<file path="config.mk">
export PLATFORM = sky130hd
export DESIGN_NAME = coax_tx_buffer
export DESIGN_NICKNAME = d
export VERILOG_FILES = /design/src/rtl/coax_tx_buffer.sv
export SDC_FILE = /design/constraint.sdc
export NUM_CORES = 1
export LEC_CHECK = 0
export CAP_MARGIN = 30
export CORE_MARGIN = 3
export CORE_UTILIZATION = 63
export DETAILED_ROUTE_END_ITERATION = 8
export PLACE_DENSITY = 0.86
export SYNTH_ARGS = -nofsm -noshare
export SYNTH_HDL_FRONTEND = slang
export SYNTH_SLANG_ARGS = --single-unit
export TNS_END_PERCENT = 100
</file>
<file path="constraint.sdc">
create_clock -name clk -period 8.5 [get_ports clk]
set_input_delay 1.7 -clock clk [delete_from_list [all_inputs] [get_ports clk]]
set_output_delay 1.7 -clock clk [all_outputs]
set_load 0.005 [all_outputs]
</file>
<file path="src/rtl/coax_tx_buffer.sv">
// coax_tx_buffer: frame-assembly FIFO in front of the coax transmitter.
// Host words are queued, then on start they are fed one at a time into the
// transmitter's edge-triggered load/data/full interface so that consecutive
// words chain into a single frame. busy stays high until the line goes idle.
module coax_tx_buffer #(
   parameter int DEPTH = 16
) (
   input  logic                     clk,
   input  logic                     reset_n,
   input  logic                     wr_en,
   input  logic [9:0]               wr_data,
   output logic                     fifo_full,
   output logic                     fifo_empty,
   output logic [$clog2(DEPTH):0]   fifo_count,
   input  logic                     start,
   output logic                     busy,
   output logic                     overflow,
   input  logic                     clear_overflow,
   output logic                     tx_load,
   output logic [9:0]               tx_data,
   input  logic                     tx_full,
   input  logic                     tx_active
);

   localparam int AW = $clog2(DEPTH);
   localparam int CW = AW + 1;

   typedef enum logic [2:0] {
      IDLE,
      LOAD,
      SETTLE,
      HOLD,
      DRAIN
   } state_t;

   state_t          state_q;
   logic [9:0]      mem_q [DEPTH];
   logic [AW-1:0]   wr_ptr_q, wr_ptr_d;
   logic [AW-1:0]   rd_ptr_q, rd_ptr_d;
   logic [CW-1:0]   count_q, count_d;
   logic            ovf_q, ovf_d;
   logic            tx_load_q;
   logic [9:0]      tx_data_q;
   logic            busy_q;
   logic            seen_active_q;
   logic            push;
   logic            pop;

   assign fifo_empty = (count_q == '0);
   assign fifo_full  = (count_q == CW'(DEPTH));
   assign fifo_count = count_q;
   assign overflow   = ovf_q;
   assign tx_load    = tx_load_q;
   assign tx_data    = tx_data_q;
   assign busy       = busy_q;

   assign push = wr_en && !fifo_full;
   // A pop always coincides with entry to LOAD, from IDLE on start or from HOLD
   // once the transmitter's holding register is free.
   assign pop  = !fifo_empty &&
                 (((state_q == IDLE) && start) || ((state_q == HOLD) && !tx_full));

   // Next-state for FIFO pointers, occupancy and the sticky overflow flag
   always_comb begin
      wr_ptr_d = wr_ptr_q;
      rd_ptr_d = rd_ptr_q;
      count_d  = count_q;
      ovf_d    = ovf_q;
      if (push) wr_ptr_d = wr_ptr_q + 1'b1;
      if (pop)  rd_ptr_d = rd_ptr_q + 1'b1;
      case ({push, pop})
         2'b10:   count_d = count_q + 1'b1;
         2'b01:   count_d = count_q - 1'b1;
         default: count_d = count_q;
      endcase
      // A new overflow event wins over a simultaneous clear
      if (wr_en && fifo_full)  ovf_d = 1'b1;
      else if (clear_overflow) ovf_d = 1'b0;
   end

   // FIFO bookkeeping registers
   always_ff @(posedge clk or negedge reset_n) begin
      if (!reset_n) begin
         wr_ptr_q <= '0;
         rd_ptr_q <= '0;
         count_q  <= '0;
         ovf_q    <= 1'b0;
      end else begin
         wr_ptr_q <= wr_ptr_d;
         rd_ptr_q <= rd_ptr_d;
         count_q  <= count_d;
         ovf_q    <= ovf_d;
      end
   end

   // Word storage; contents need no reset since occupancy gates every read
   always_ff @(posedge clk) begin
      if (push) mem_q[wr_ptr_q] <= wr_data;
   end

   // Transmit sequencer with registered load/data/busy outputs
   always_ff @(posedge clk or negedge reset_n) begin
      if (!reset_n) begin
         state_q       <= IDLE;
         tx_load_q     <= 1'b0;
         tx_data_q     <= '0;
         busy_q        <= 1'b0;
         seen_active_q <= 1'b0;
      end else begin
         case (state_q)
            IDLE: begin
               if (pop) begin
                  state_q   <= LOAD;
                  tx_load_q <= 1'b1;
                  tx_data_q <= mem_q[rd_ptr_q];
                  busy_q    <= 1'b1;
               end
            end
            LOAD: begin
               tx_load_q <= 1'b0;
               state_q   <= SETTLE;
            end
            SETTLE: begin
               state_q <= HOLD;
            end
            HOLD: begin
               if (pop) begin
                  state_q   <= LOAD;
                  tx_load_q <= 1'b1;
                  tx_data_q <= mem_q[rd_ptr_q];
               end else if (fifo_empty) begin
                  state_q       <= DRAIN;
                  seen_active_q <= 1'b0;
               end
            end
            DRAIN: begin
               if (seen_active_q && !tx_active) begin
                  state_q <= IDLE;
                  busy_q  <= 1'b0;
               end else if (tx_active) begin
                  seen_active_q <= 1'b1;
               end
            end
            default: begin
               state_q   <= IDLE;
               tx_load_q <= 1'b0;
               busy_q    <= 1'b0;
            end
         endcase
      end
   end

endmodule

</file>
# After elaboration in Yosys (flattened, before gate mapping)
# Memory sizes are Yosys's and may differ from the RTL's. A register that Yosys moved wholly into a read port is not among the register bits.
# Index checks and enable logic that the tools add are counted.
# op_classes
add_sub_neg,4
n_mul,0
n_div,0
magnitude_cmp,0
n_eq_ne,15
n_shift,0
n_mux,19
n_bitwise,2
reduce_logical,25
# ops
operator,n
$pmux W3 S5,1
$mux W3,4
$ne A2 B2 Y1 const B,6
$mux W1,10
$pmux W5 S2,1
$add A4 B1 Y4 const B,2
$eq A3 B2 Y1 const B,2
$logic_and A1 B1 Y1,6
$reduce_and A3 Y1,2
$reduce_bool A2 Y1,3
$add A5 B1 Y5 const B,1
$eq A5 B5 Y1 const B,1
$logic_not A1 Y1,5
$logic_not A5 Y1,1
$reduce_and A5 Y1,1
$sub A5 B1 Y5 const B,1
$pmux W1 S2,2
$reduce_and A2 Y1,2
$reduce_or A2 Y1,2
$eq A3 B1 Y1 const B,1
$eq A3 B3 Y1 const B,1
$logic_not A3 Y1,1
$ne A3 B3 Y1 const B,1
$pmux W1 S3,1
6 further kinds,7
# totals
ff_bits,20
latchBits,0
mem_bits_rw,160
romBits,0
mem_count,1
# mem_list
name,words,word_bits,rd,rd_ports_with_merged_regs,write_ports,line,rtl
mem_q,16,10,1,1,1,37,logic [9:0] mem_q [DEPTH];

# Logic depth before layout (Yosys ltp)
# Gate-level depths: netlist of the first run.
# depth
ltp_word,6
ltp_mapped,12
depth_no_buf,10

# Worst setup path before layout of the first run
# No wires, ideal clock.
# synth_timing
path_kind,input -> register
from,in start
to,"reg count_q[4], in the netlist fifo_count[4]"
setup_time_ps,134
arrival_time_ps,3666
required_ps,8366
path_slack_ps,4700
path_stages,11
path_buffers,1
cell_sequence,nor4b_1 > o22ai_4 > inv_1 > ha_1 > clkbuf_1 > xor2_1 > ha_1 > o211a_1 > o31ai_1 > a31oi_1 > xor2_1
# synth_between
elab_chain_len,5
word_cells_on_any_way,7
classes_between,eq/ne: 2; mux: 1; reduce/logical: 4
# synth_rtl
item,line,rtl
start: declaration,15,"input logic start,"
$logic_and A1 B1 Y1 (*),61,(((state_q == IDLE) && start) || ((state_q == HOLD) && !tx_full));
$logic_or A1 B1 Y1 (*),61,
$logic_and A1 B1 Y1 (*),60,assign pop = !fifo_empty &&
via pop,47,logic pop;
$eq A2 B1 Y1 or $eq A2 B2 Y1 (tied branches),71,"case ({push, pop})"
$pmux W5 S2 or $reduce_bool A2 Y1 (tied branches),--,
end signal: assignment,91,count_q <= count_d;
end: declaration,40,"logic [CW-1:0] count_q, count_d;"
# Mark *: on every way through the listed nets, which the timed path passes. The rest lies on a longest branch.
# A chain may end at the register's enable or synchronous reset.

# Final worst setup path of the first run
# layout_timing
from,in tx_full
to,"reg count_q[4], in the netlist fifo_count[4]"
# layout_between
elab_chain_len,6
word_cells_on_any_way,8
classes_between,eq/ne: 2; mux: 1; reduce/logical: 5
# layout_rtl
item,line,rtl
start: declaration,21,"input logic tx_full,"
$logic_not A1 Y1 (*),61,
$logic_and A1 B1 Y1 (*),61,
$logic_or A1 B1 Y1 (*),61,
$logic_and A1 B1 Y1 (*),60,
via pop,47,
$eq A2 B1 Y1 or $eq A2 B2 Y1 (tied branches),71,
$pmux W5 S2 or $reduce_bool A2 Y1 (tied branches),--,
# Marked as above.

==> results of run 1 <==
## power by group through the flow
stage / Clock, mW / Combinational (mW) / Sequential (mW)
after floorplan: 0 / 0.661 / 1.23
after global placement: 0 / 0.830 / 1.29
after detailed placement: 0 / 0.874 / 1.30
after CTS: 0.786 / 0.894 / 1.29
after global routing: 0.820 / 0.964 / 1.30
final: 0.781 / 0.892 / 1.29
## worst max-delay path by stage
stage	endpoint	cells past startpoint
global placement	fifo_count[4]	11
detailed placement	fifo_count[4]	11
global route	fifo_count[4]	11
floorplan	fifo_count[4]	11
finish	fifo_count[4]	11
CTS	fifo_count[4]	11
## logic make-up (layout without fill, tap and decap cells)
family / count (synthesis) / count (layout)
XOR/XNOR: 11 / 11
AND/OR/NAND/NOR: 49 / 49
adder cells (fa/ha/maj): 9 / 9
AO/OA/AOI/OAI: 57 / 57
flip-flops: 190 / 190
buffers and inverters: 36 / 96
multiplexers: 52 / 52
## critical path, cell delays in order
cell and delay [ps]:
sky130_fd_sc_hd__clkdlybuf4s50_1 480, sky130_fd_sc_hd__and4bb_2 270, sky130_fd_sc_hd__o22ai_4 580, sky130_fd_sc_hd__inv_1 200, sky130_fd_sc_hd__ha_1 350, sky130_fd_sc_hd__xor2_1 200
sky130_fd_sc_hd__ha_1 240, sky130_fd_sc_hd__o211a_1 260, sky130_fd_sc_hd__o31ai_1 230, sky130_fd_sc_hd__a31oi_1 80, sky130_fd_sc_hd__xor2_1 160
## per-layer routing
metal	vias to the layer above	part of all wire, %
met1	2075	36
li1	1704	-
met4	0	3.1
met3	47	7.1
met2	226	53
met5	-	0
## flip-flops by register name, summed over array words and instances, names as in the netlist
register       cells
rd_ptr_q           4
mem_q            160
tx_load            1
state_q            3
fifo_count         5
seen_active_q      1
busy               1
tx_data           10
wr_ptr_q           4
overflow           1
## per-stage QoR
step | hold slack (ps) | util [%] | setup WS [ps] | instance area (µm²)
final | 479 | 75.3 | 4040 | 8740
after global placement | 464 | 69.6 | 3870 | 8080
after global routing | 512 | 75.3 | 3900 | 8740
after detailed placement | 465 | 70.2 | 3720 | 8150
after floorplan | 474 | - | 4700 | 7620
after CTS | 481 | 75.1 | 4130 | 8730
## cells in the mapped netlist, types with 2 or more instances
library cell	count
sky130_fd_sc_hd__o31ai_1	2
sky130_fd_sc_hd__dfrtp_1	30
sky130_fd_sc_hd__nand2_1	9
sky130_fd_sc_hd__buf_4	5
sky130_fd_sc_hd__a211oi_1	10
sky130_fd_sc_hd__buf_2	8
sky130_fd_sc_hd__nand2b_1	5
sky130_fd_sc_hd__a31oi_1	2
sky130_fd_sc_hd__o22ai_1	10
sky130_fd_sc_hd__buf_1	3
sky130_fd_sc_hd__xnor2_1	5
sky130_fd_sc_hd__inv_1	11
sky130_fd_sc_hd__mux2i_1	10
sky130_fd_sc_hd__mux4_2	40
sky130_fd_sc_hd__buf_6	2
sky130_fd_sc_hd__a21o_1	11
sky130_fd_sc_hd__edfxtp_1	160
sky130_fd_sc_hd__nor3_1	5
sky130_fd_sc_hd__xor2_1	6
sky130_fd_sc_hd__mux2_2	2
sky130_fd_sc_hd__a21oi_1	5
sky130_fd_sc_hd__o21ai_0	8
sky130_fd_sc_hd__ha_1	9
sky130_fd_sc_hd__nor2_1	18
sky130_fd_sc_hd__clkbuf_1	7
sky130_fd_sc_hd__and2_1	2
## cell type report
type | instances | share of cell area, %
flip-flops and latches | 190 | 63.6
multi-input cells | 178 | 21.6
repair buffers | 53 | 5.75
clock buffers | 18 | 4.91
well taps | 143 | 2.05
clock inverters | 14 | 1.66
inverters | 11 | 0.472
==> results, run 1 <==
- The flow ran to the end, and the final reports show no timing, DRC or antenna violations.
- The number of design-rule violations left by the first detailed-router iteration is 578.
- In this run, synthesis produced a sequential element count of 190.
- The deepest level of the CTS H-tree is 4.
- The setup check on the worst reg-to-reg path leaves a slack of 4960 ps.
- Summing the areas of all and, or, nand and nor instances in the mapped netlist gives 3.27% of the synthesized area.
- Summing the sequential cell areas from Yosys gives 72.9% of the chip area.
- Before antenna repair, the detailed router went through 5 iterations.
- The startpoint identified for the worst hold timing path is tx_data[3].
- The clock share of power is 26.4%.
- After clock tree synthesis, the repair step resized 0 gates.
- The Yosys step of the flow raised 0 warnings.
- The endpoint of the worst hold-timing path is tx_data[3].
- The total overflow reported by the global router is 0.
- The number of cells on the worst reg-to-reg path is 10.
- The maximum operating frequency is 224 MHz.
- The final critical-path required period is 4460 ps.
- The number of cells traversed by the worst hold path is 1.
- Total power for the finished layout comes to 2.96 mW.
- Yosys attributes the largest share of cell area to sky130_fd_sc_hd__edfxtp_1 (63%), sky130_fd_sc_hd__mux4_2 (12%), sky130_fd_sc_hd__dfrtp_1 (9.8%).
- Using the TritonRoute via totals, the vias-per-cell ratio works out to 6.68.
- In the synthesized netlist the async set-or-reset flop fraction comes to 15.8%.
- The switching share of power is 32.0%.
- In this run the tightest slew margin relative to its limit is 36.5%.
- The transition time at the pin with the least slew margin is 949 ps.
- The layer flagged by global routing as most heavily used is met2.
- The library cells used most frequently in the layout, excluding fill and tap cells, are sky130_fd_sc_hd__edfxtp_1 (160), sky130_fd_sc_hd__mux4_2 (40), sky130_fd_sc_hd__clkdlybuf4s50_1 (36), sky130_fd_sc_hd__dfrtp_1 (29), sky130_fd_sc_hd__nor2_1 (18).
- The mapped netlist covers 7620 µm².
- The placed wire-length estimate after detailed placement is 10100 µm.
- The fraction of final layout cells with drive strength greater than 1 is 20.7%.
- The tool flagged a number of max-cap violations equal to 0.
- Setup repair after global routing left no endpoint under its margin.
- The multi-input combinational cell area is 1890 µm².
- The worst hold path belongs to the class flop to flop.
- The filler cells instantiated in the layout total 623.
- After clock tree synthesis, the clock-pin slew on the worst setup and hold paths is 70 ps.
- The number of remaining DRC errors is 0.
- For this design the top-level I/O count stands at 37.
- In this run the worst path has a maximum fanout of 26.
- The final period utilization is 52.5%.
- The total internal power is 2.01 mW.
- Summing the areas of all xor and xnor instances in the mapped netlist gives 1.26% of the synthesized area.
- The signed area change from the synthesized netlist to the final layout is 14.7%.
- The main combinational cell family by area after synthesis is multiplexers.
- The starting utilization of the core area is 65.6%.
- The number of buffer cells added on primary ports is 36.
- Clock skew on the completed layout was measured at 14.8 ps.
- The clock net sink count is 190.
- The cell accounting for the most synthesized area is sky130_fd_sc_hd__edfxtp_1.
- The final layout contains 477 nets.
- In the global route stage, overall resource usage came out at 26.4%.
- In this run the remaining antenna-violating nets after routing total 0.
- The die is 116 µm wide.
- The global routing met1 resource utilization is 32.7%.
- The peak supply drop is 204 µV.
- STA classifies the critical path startpoint as a primary input.
- The main flop type after synthesis is sky130_fd_sc_hd__edfxtp_1.
- Per report_power, the sequential group accounts for 43.5% of the total.
- The total core area is 11600 µm².
- Hold repair after CTS inserted 0 buffers.
- The category of the critical setup timing path is primary input to flop.
- The area of the die is 13500 µm².
- After floorplanning, the core was divided into 39 placement rows.
- The number of antenna violations at the first check in global routing is 0.
- The kind of capture point of the worst setup path is a flop.
- The net count after synthesis is 430.
- The routability congestion estimate from global placement is 0.792.
- The met3 layer usage reported by global route is 6.37%.
- The number of synthesized flops with an enable pin is 160.
- The final route contains 4052 vias.
- The share of synthesized area in the top cell type comes to 63.0%.
- The final instance count without filler cells is 607.
- The worst reg2reg path startpoint is fifo_count[2].
- The first global-routing pass estimated 24800 µm of wire.
- The synthesized-area fraction occupied by ao, oa, aoi and oai cells is 5.33%.
- The synthesized-area fraction occupied by adder cells is 1.48%.
- The setup TNS is 0 ps.
- TritonCTS built the clock tree.
- The repair_antennas step left the layout with diodes totalling 0.
- The most frequent standard cell in the layout excluding fill and tap cells is sky130_fd_sc_hd__edfxtp_1.
- The number of cells after detailed placement is 573.
- In this run the power density over the cells is 339 nW/µm².
- The synthesized instance count is 404.
- Counting along the longest clock path gives a buffer depth of 2.
- STA puts the critical path data arrival time at 4770 ps.
- The analysis attributes to net switching a power of 0.949 mW.
- The number of setup violations in the final report is 0.
- The launch point of the worst path is tx_full.
- The final layout contains routed wiring with a total length of 16200 µm.
- The end of the worst register-to-register path is fifo_count[4].
- The total count of max-transition violations in the final report came to 0.
- The area used by sequential logic in the layout is 5560 µm².
- From bottom edge to top edge, the die measures 116 µm.
- The number of clock buffers inserted by TritonCTS is 17.
- The data required time at the worst endpoint is 8810 ps.
- For the worst-skew pair, the clock arrives at the later sink with an insertion delay of 440 ps.
- In this run the post-CTS setup repair buffer count came out at 0.
- After synthesis, the share of cell area in mux cells is 13.4%.
- The count of endpoints failing hold in the final timing report was 0.
- The routed wire length per instance is 26.6 µm.
- In this run the static leakage power is 3.06 nW.
- The synthesized netlist contains 45 unique library cells.
- The root buffer cell chosen for the clock tree is sky130_fd_sc_hd__clkbuf_16.
- The maximum number of pins on one net before global-route repair is 44.
- The number of global-route vias before repair came to 4241.
- Each instance of the synthesized netlist takes up on average 18.9 µm².
- The met2 track demand over resource is 45.1%.
- Combinational cells account for 30.1% of the total power.
Note: power is estimated with default switching activity, not from simulation.
==> run 2: changes to the inputs <==
--- a/config.mk
+++ b/config.mk
@@ -7,9 +7,9 @@
 export LEC_CHECK = 0
 export CAP_MARGIN = 30
 export CORE_MARGIN = 3
-export CORE_UTILIZATION = 63
+export CORE_UTILIZATION = 54
 export DETAILED_ROUTE_END_ITERATION = 8
-export PLACE_DENSITY = 0.86
+export PLACE_DENSITY = 0.79
 export SYNTH_ARGS = -nofsm -noshare
 export SYNTH_HDL_FRONTEND = slang
 export SYNTH_SLANG_ARGS = --single-unit
==> constraint.sdc (replaced) <==
create_clock -name clk -period 4.1 [get_ports clk]
set_input_delay 0.82 -clock clk [delete_from_list [all_inputs] [get_ports clk]]
set_output_delay 0.82 -clock clk [all_outputs]
set_load 0.005 [all_outputs]
==> results, run 2 (synthesis results as in run 1) <==
- Result of the run: finished, final reports clean (unchanged).
- The starting utilization of the core area came to 56.4% (was 65.6%).
- The total core area is 13500 µm² (was 11600 µm²).
- The worst reg2reg path depth is 10 (unchanged).
- The data required time at the worst endpoint came to 3280 ps (was 8810 ps).
- The clock slew at the register clock pins of the worst setup and hold paths was 70 ps (about the same).
- The number of buffer cells added on primary ports is 36 (unchanged).
- Leading cell types in the layout, fill and taps excluded: sky130_fd_sc_hd__edfxtp_1 (160), sky130_fd_sc_hd__mux4_2 (40), sky130_fd_sc_hd__clkdlybuf4s50_1 (36), sky130_fd_sc_hd__dfrtp_1 (29), sky130_fd_sc_hd__buf_4 (21) (was sky130_fd_sc_hd__edfxtp_1 (160), sky130_fd_sc_hd__mux4_2 (40), sky130_fd_sc_hd__clkdlybuf4s50_1 (36), sky130_fd_sc_hd__dfrtp_1 (29), sky130_fd_sc_hd__nor2_1 (18)).
- The detailed route wirelength on metal3 is 1050 µm (was 1150 µm).
- The iteration count of the initial detailed-routing pass is 6 (was 5).
- The kind of path behind the tightest hold check is flop to flop (unchanged).
- The total number of vias is 3943 (was 4052).
- The highest net fanout along the worst path is 10 (was 26).
- The horizontal die dimension is 125 µm (was 116 µm).
- In the finished design, the share of the clock period the worst path needs comes to 76.1%.
- The kind of capture point of the worst setup path is an output port (was flop).
- RSZ-0062 raised after global routing: false (unchanged).
- The count of boundary I/O pins is 37 (unchanged).
- The end of the worst register-to-register path is fifo_count[4] (unchanged).
- The number of nets with antenna violations after detailed routing was 0 (unchanged).
- The number of antenna repair diodes is 0 (unchanged).
- The number of remaining DRC errors came to 0 (unchanged).
- The post-CTS setup repair buffer count is 0 (unchanged).
- The transition time at the pin with the least slew margin is 871 ps (was 949 ps).
- The end of the critical path is fifo_empty (was fifo_count[4]).
- Timing would allow up to 321 MHz.
- The final cell utilization of the core is 65.5% (was 75.3%).
- The worst reg2reg path startpoint is fifo_count[1] (was fifo_count[2]).
- The count of endpoints failing hold in the final timing report came to 0 (unchanged).
- The overall global routing resource usage was 20.7% (was 26.4%).
- The total met2 wirelength after detailed routing is 7520 µm (was 8620 µm).
- The number of global-route vias before repair is 4174 (was 4241).
- The area used by sequential logic in the layout is 5560 µm² (unchanged).
- The total count of max-transition violations in the final report is 0 (unchanged).
- The final setup slack of the worst path is 980 ps (was 4040 ps).
- The maximum number of pins on one net before global-route repair is 42 (was 44).
- The number of flip-flops in the largest register is 160 (unchanged).
- The final hold slack came to 480 ps (was 479 ps).
- The setup TNS was 0 ps (unchanged).
- The startpoint type of the worst setup path was a flop (was primary input).
- The final-stage net count came to 482 (was 477).
- The vias per cell is 6.11 (was 6.68).
- The worst slew margin relative to its limit is 41.9% (was 36.5%).
- The routability congestion estimate from global placement is 0.785 (was 0.792).
- The most frequent standard cell in the layout excluding fill and tap cells is sky130_fd_sc_hd__edfxtp_1 (unchanged).
- The data arrival at the endpoint of the critical path came to 2300 ps (was 4770 ps).
- The routed wire length per instance came to 23.0 µm (was 26.6 µm).
- The top register by number of flip-flops is mem_q (unchanged).
- The CTS tree is built (unchanged).
- The clock insertion delay at the later pin of the skew report is 420 ps (was 440 ps).
- The met1 layer wirelength in the final routing is 5990 µm (was 5880 µm).
- The power density over the cells was 689 nW/µm² (was 339 nW/µm²).
- The final worst clock skew is 6.84 ps (was 14.8 ps).
- The total overflow reported by the global router is 0 (unchanged).
- The count of maximum capacitance violations came to 0 (unchanged).
- The number of design-rule violations left by the first detailed-router iteration is 346 (was 578).
- The total design power is 6.09 mW (was 2.96 mW).
- The row count came to 42 (was 39).
- The cell chosen for the clock root is sky130_fd_sc_hd__clkbuf_16 (unchanged).
- The area of the die came to 15600 µm² (was 13500 µm²).
- The global-route wire length before repair is 24200 µm (was 24800 µm).
- The number of filler instances in the final layout is 883 (was 623).
- The maximum number of buffers from clock root to sink is 2 (unchanged).
- The die extent in y is 125 µm (was 116 µm).
- The multi-input combinational cell area is 1890 µm² (unchanged).
- The final critical-path required period is 3120 ps.
- The setup slack at placement is 597 ps (was 3720 ps).
- The category of the critical setup timing path is flop to output port (was primary input to flop).
- The signed area change from the synthesized netlist to the final layout was 16.0% (was 14.7%).
- The cts-stage hold buffer count is 0 (unchanged).
- The static power due to leakage was 3.08 nW (was 3.06 nW).
- The peak supply drop is 378 µV (was 204 µV).
- The fraction of final layout cells with drive strength greater than 1 was 21.5% (was 20.7%).
- The number of cells upsized or downsized after cts came to 0 (unchanged).
- The number of setup violations in the final report is 0 (unchanged).
- The number of clock buffers inserted by TritonCTS came to 17 (unchanged).
- The final routed wirelength across all metal layers is 14900 µm (was 16200 µm).
- The placed wire-length estimate after detailed placement is 9340 µm (was 10100 µm).
- The number of antenna violations at the first check in global routing is 0 (unchanged).
- The uppermost metal layer occupied by signal nets is met4 (unchanged).
- The clock net sink count is 190 (unchanged).
- The deepest level of the CTS H-tree is 4 (unchanged).
- The internal reg-to-reg setup slack came to 1220 ps (was 4960 ps).
- The launch point of the worst path is fifo_count[1] (was tx_full).
[run 2: report_power, final]
group | leakage [nW] | switching (mW) | total (mW) | internal [mW]
registers | 1.80 | 0.320 | 2.72 | 2.40
logic | 1.02 | 0.828 | 1.75 | 0.926
clock network | 0.268 | 0.706 | 1.61 | 0.906
[run 2: area by class of cell]
type	count	share of cell area [%]
flip-flops and latches	190	62.9
multi-input cells	178	21.4
repair buffers	58	6.17
clock buffers	17	4.81
well taps	176	2.49
clock inverters	15	1.85
inverters	11	0.467
[run 2: worst min path at each step]
stage	start	end	slack, ps	cells after the start
after floorplan	tx_data[0]	tx_data[0]	470	1
after detailed placement	tx_data[3]	tx_data[3]	470	1
after global routing	tx_data[7]	tx_data[7]	510	1
after CTS	tx_data[3]	tx_data[3]	490	1
final	tx_data[3]	tx_data[3]	480	1
after global placement	tx_data[1]	tx_data[1]	470	1
[run 2: stage by stage]
step	cell area (µm²)	cells
floorplan	7620	404
global placement	8220	612
detailed placement	8250	613
CTS	8840	645
global route	8840	645
finish	8840	645
[run 2: per-layer routing]
layer / vias up / global-route usage (%)
li1: 1710 / -
met1: 2031 / 27.8
met2: 174 / 33.2
met3: 28 / 5.40
met4: 0 / 7.72
met5: - / 0
[run 2: critical path: stages (launching register included)]
cell and delay (ps):
sky130_fd_sc_hd__dfrtp_1 490, sky130_fd_sc_hd__nor4_1 540, sky130_fd_sc_hd__nand2b_1 220, sky130_fd_sc_hd__inv_1 120, sky130_fd_sc_hd__clkdlybuf4s50_1 510
==> run 3: changes to the inputs <==
==> constraint.sdc (replaced) <==
create_clock -name clk -period 2.7 [get_ports clk]
set_input_delay 0.54 -clock clk [delete_from_list [all_inputs] [get_ports clk]]
set_output_delay 0.54 -clock clk [all_outputs]
set_load 0.005 [all_outputs]
==> results, run 3 (synthesis results as in run 1) <==
- The delay of the slowest cell on the worst path is 500 ps (was 540 ps).
- The number of buffer cells added on primary ports was 36 (unchanged).
- The clock net sink count is 190 (unchanged).
- The internal reg-to-reg setup slack was 140 ps (was 1220 ps).
- The number of design-rule violations left by the first detailed-router iteration is 329 (was 346).
- The power density over the cells is 1030 nW/µm² (was 689 nW/µm²).
- The depth of the critical timing path with buffers and inverters included is 5 (was 4).
- Critical-path cell list: buf_4 -> nor4_4 -> buf_4 -> and2_1 -> clkdlybuf4s50_1 (was nor4_1 -> nand2b_1 -> inv_1 -> clkdlybuf4s50_1).
- The data required time at the worst endpoint came to 2160 ps (was 3280 ps).
- The total number of vias was 4035 (was 3943).
- The total core area is 13500 µm² (unchanged).
- The final cell utilization of the core is 66.4% (was 65.5%).
- The final routed wirelength across all metal layers was 15300 µm (was 14900 µm).
- The highest net fanout along the worst path was 8 (was 10).
- The data arrival at the endpoint of the critical path is 2060 ps (was 2300 ps).
- The maximum number of pins on one net before global-route repair came to 42 (unchanged).
- The peak supply drop is 690 µV (was 378 µV).
- The launch point of the worst path is fifo_count[2] (was fifo_count[1]).
- The cell at the slowest stage of the critical path is sky130_fd_sc_hd__clkdlybuf4s50_1 (was sky130_fd_sc_hd__nor4_1).
- The maximum number of buffers from clock root to sink was 2 (unchanged).
- The number of setup violations in the final report is 0 (unchanged).
- The count of boundary I/O pins was 37 (unchanged).
- The final critical-path required period is 2600 ps.
- Static timing analysis puts the maximum clock frequency at 384 MHz.
- The placed wire-length estimate after detailed placement came to 9540 µm (was 9340 µm).
- The cell area reported after detailed placement is 8420 µm² (was 8250 µm²).
- The count of maximum capacitance violations is 0 (unchanged).
- The worst slew margin relative to its limit is 58.9% (was 41.9%).
- The number of flip-flops in the largest register was 160 (unchanged).
- The static power due to leakage was 3.17 nW (was 3.08 nW).
- The worst reg2reg path depth is 10 (unchanged).
- The buffer and inverter count on the worst path came to 3 (was 2).
- The dominant cell type by count on the critical path is sky130_fd_sc_hd__buf_4.
- The final worst clock skew is 8.15 ps (was 6.84 ps).
- The signed area change from the synthesized netlist to the final layout is 17.6% (was 16.0%).
- The number of cells traversed by the worst hold path is 1 (unchanged).
- The number of antenna violations at the first check in global routing is 0 (unchanged).
- The total overflow reported by the global router is 0 (unchanged).
- The clock slew at the register clock pins of the worst setup and hold paths is 60 ps (was 70 ps).
- The top register by number of flip-flops is mem_q (unchanged).
- RSZ-0062 raised after global routing: false (unchanged).
- The area of the die is 15600 µm² (unchanged).
- The setup TNS is 0 ps (unchanged).
- The die extent in y is 125 µm (unchanged).
- The final setup slack of the worst path was 98.3 ps (was 980 ps).
- The final hold slack came to 482 ps (was 480 ps).
- The routed wire length per instance came to 22.9 µm (was 23.0 µm).
- The number of filler instances in the final layout is 845 (was 883).
- The kind of cell adding the most delay to the critical path is buffers and inverters (was simple AND/OR/NAND/NOR gates).
- The number of antenna repair diodes was 0 (unchanged).
- The category of the critical setup timing path is flop to output port (unchanged).
- The vias per cell was 6.06 (was 6.11).
- Leading cell types in the layout, fill and taps excluded: sky130_fd_sc_hd__edfxtp_1 (160), sky130_fd_sc_hd__mux4_2 (40), sky130_fd_sc_hd__buf_4 (40), sky130_fd_sc_hd__clkdlybuf4s50_1 (36), sky130_fd_sc_hd__dfrtp_1 (29) (was sky130_fd_sc_hd__edfxtp_1 (160), sky130_fd_sc_hd__mux4_2 (40), sky130_fd_sc_hd__clkdlybuf4s50_1 (36), sky130_fd_sc_hd__dfrtp_1 (29), sky130_fd_sc_hd__buf_4 (21)).
- The number of nets with antenna violations after detailed routing came to 0 (unchanged).
- The count of endpoints failing hold in the final timing report is 0 (unchanged).
- The worst reg2reg path startpoint is fifo_count[2] (was fifo_count[1]).
- The setup slack at placement is -161 ps (was 597 ps).
- The startpoint type of the worst setup path is a flop (unchanged).
- The number of remaining DRC errors is 0 (unchanged).
- The most frequent standard cell in the layout excluding fill and tap cells is sky130_fd_sc_hd__edfxtp_1 (unchanged).
- The start point of the worst hold path is tx_data[4] (was tx_data[3]).
- The row count came to 42 (unchanged).
- The number of global-route vias before repair was 4146 (was 4174).
- The kind of path behind the tightest hold check was flop to flop (unchanged).
- The global-route wire length before repair is 23800 µm (was 24200 µm).
- Result of the run: finished, final reports clean (unchanged).
- The routability congestion estimate from global placement is 0.800 (was 0.785).
- The total count of max-transition violations in the final report is 0 (unchanged).
- The clock insertion delay at the later pin of the skew report is 430 ps (was 420 ps).
- The overall global routing resource usage is 20.4% (was 20.7%).
- The horizontal die dimension was 125 µm (unchanged).
- The number of clock buffers inserted by TritonCTS was 17 (unchanged).
- The transition time at the pin with the least slew margin is 616 ps (was 871 ps).
- The worst path uses 96.4% of the clock period.
- The fraction of final layout cells with drive strength greater than 1 was 24.7% (was 21.5%).
- The cell chosen for the clock root is sky130_fd_sc_hd__clkbuf_16 (unchanged).
- The kind of capture point of the worst setup path is an output port (unchanged).
- The starting utilization of the core area came to 56.4% (unchanged).
- The CTS tree is built (unchanged).
- The deepest level of the CTS H-tree is 4 (unchanged).
- The iteration count of the initial detailed-routing pass is 5 (was 6).
- The final instance area is 8960 µm² (was 8840 µm²).
- The final-stage net count is 503 (was 482).
[run 3: metal layers]
metal	vias to the layer above	share of wire, %	global-route usage [%]
li1	1760	-	-
met1	2068	40	27.2
met2	175	52	33.6
met3	32	6.1	3.99
met4	0	2.3	7.84
met5	-	0	0
[run 3: layout make-up]
class | instances | area (µm²) | share of cell area, %
clock buffers | 22 | 444 | 4.96
well taps | 176 | 220 | 2.46
clock inverters | 10 | 63.8 | 0.712
repair buffers | 79 | 721 | 8.04
flip-flops and latches | 190 | 5560 | 62.0
multi-input cells | 178 | 1920 | 21.4
inverters | 11 | 41.3 | 0.461
[run 3: final timing paths]
path	endpoint
worst min-delay path	tx_data[4]
worst min register to register	tx_data[4]
worst max register to register	fifo_count[4]
min in group asynchronous	fifo_count[0]
worst max-delay path	fifo_full
max in group asynchronous	rd_ptr_q[1]
[run 3: what timing repair did]
| action | 4_1_cts | 5_1_grt |
|---|---|---|
| buffers inserted | 0 | 1 |
| endpoints found under the setup margin | 0 | 2 |
| hold buffers | 0 | 0 |
| resized for setup | 0 | 5 |
[run 3: worst register-to-register path, stage by stage, from the launching register on]
cell	delay, ps
sky130_fd_sc_hd__dfrtp_1	380
sky130_fd_sc_hd__or4_4	560
sky130_fd_sc_hd__o22ai_4	210
sky130_fd_sc_hd__inv_2	60
sky130_fd_sc_hd__ha_2	180
sky130_fd_sc_hd__xor2_1	160
sky130_fd_sc_hd__ha_2	190
sky130_fd_sc_hd__o211a_1	220
sky130_fd_sc_hd__o31ai_1	250
sky130_fd_sc_hd__a31oi_1	90
sky130_fd_sc_hd__xor2_1	150
[run 3: metrics by stage]
stage / std cells / power, mW
floorplan: 404 / 5.97
global placement: 633 / 6.95
detailed placement: 633 / 7.06
CTS: 665 / 9.26
global route: 666 / 9.67
finish: 666 / 9.23
[run 3: where the power goes]
part	switching [mW]	internal (mW)	total, mW	leakage [nW]
Sequential	0.346	3.65	4.00	1.80
Combinational	1.46	1.58	3.04	1.13
Clock	1.02	1.17	2.19	0.246
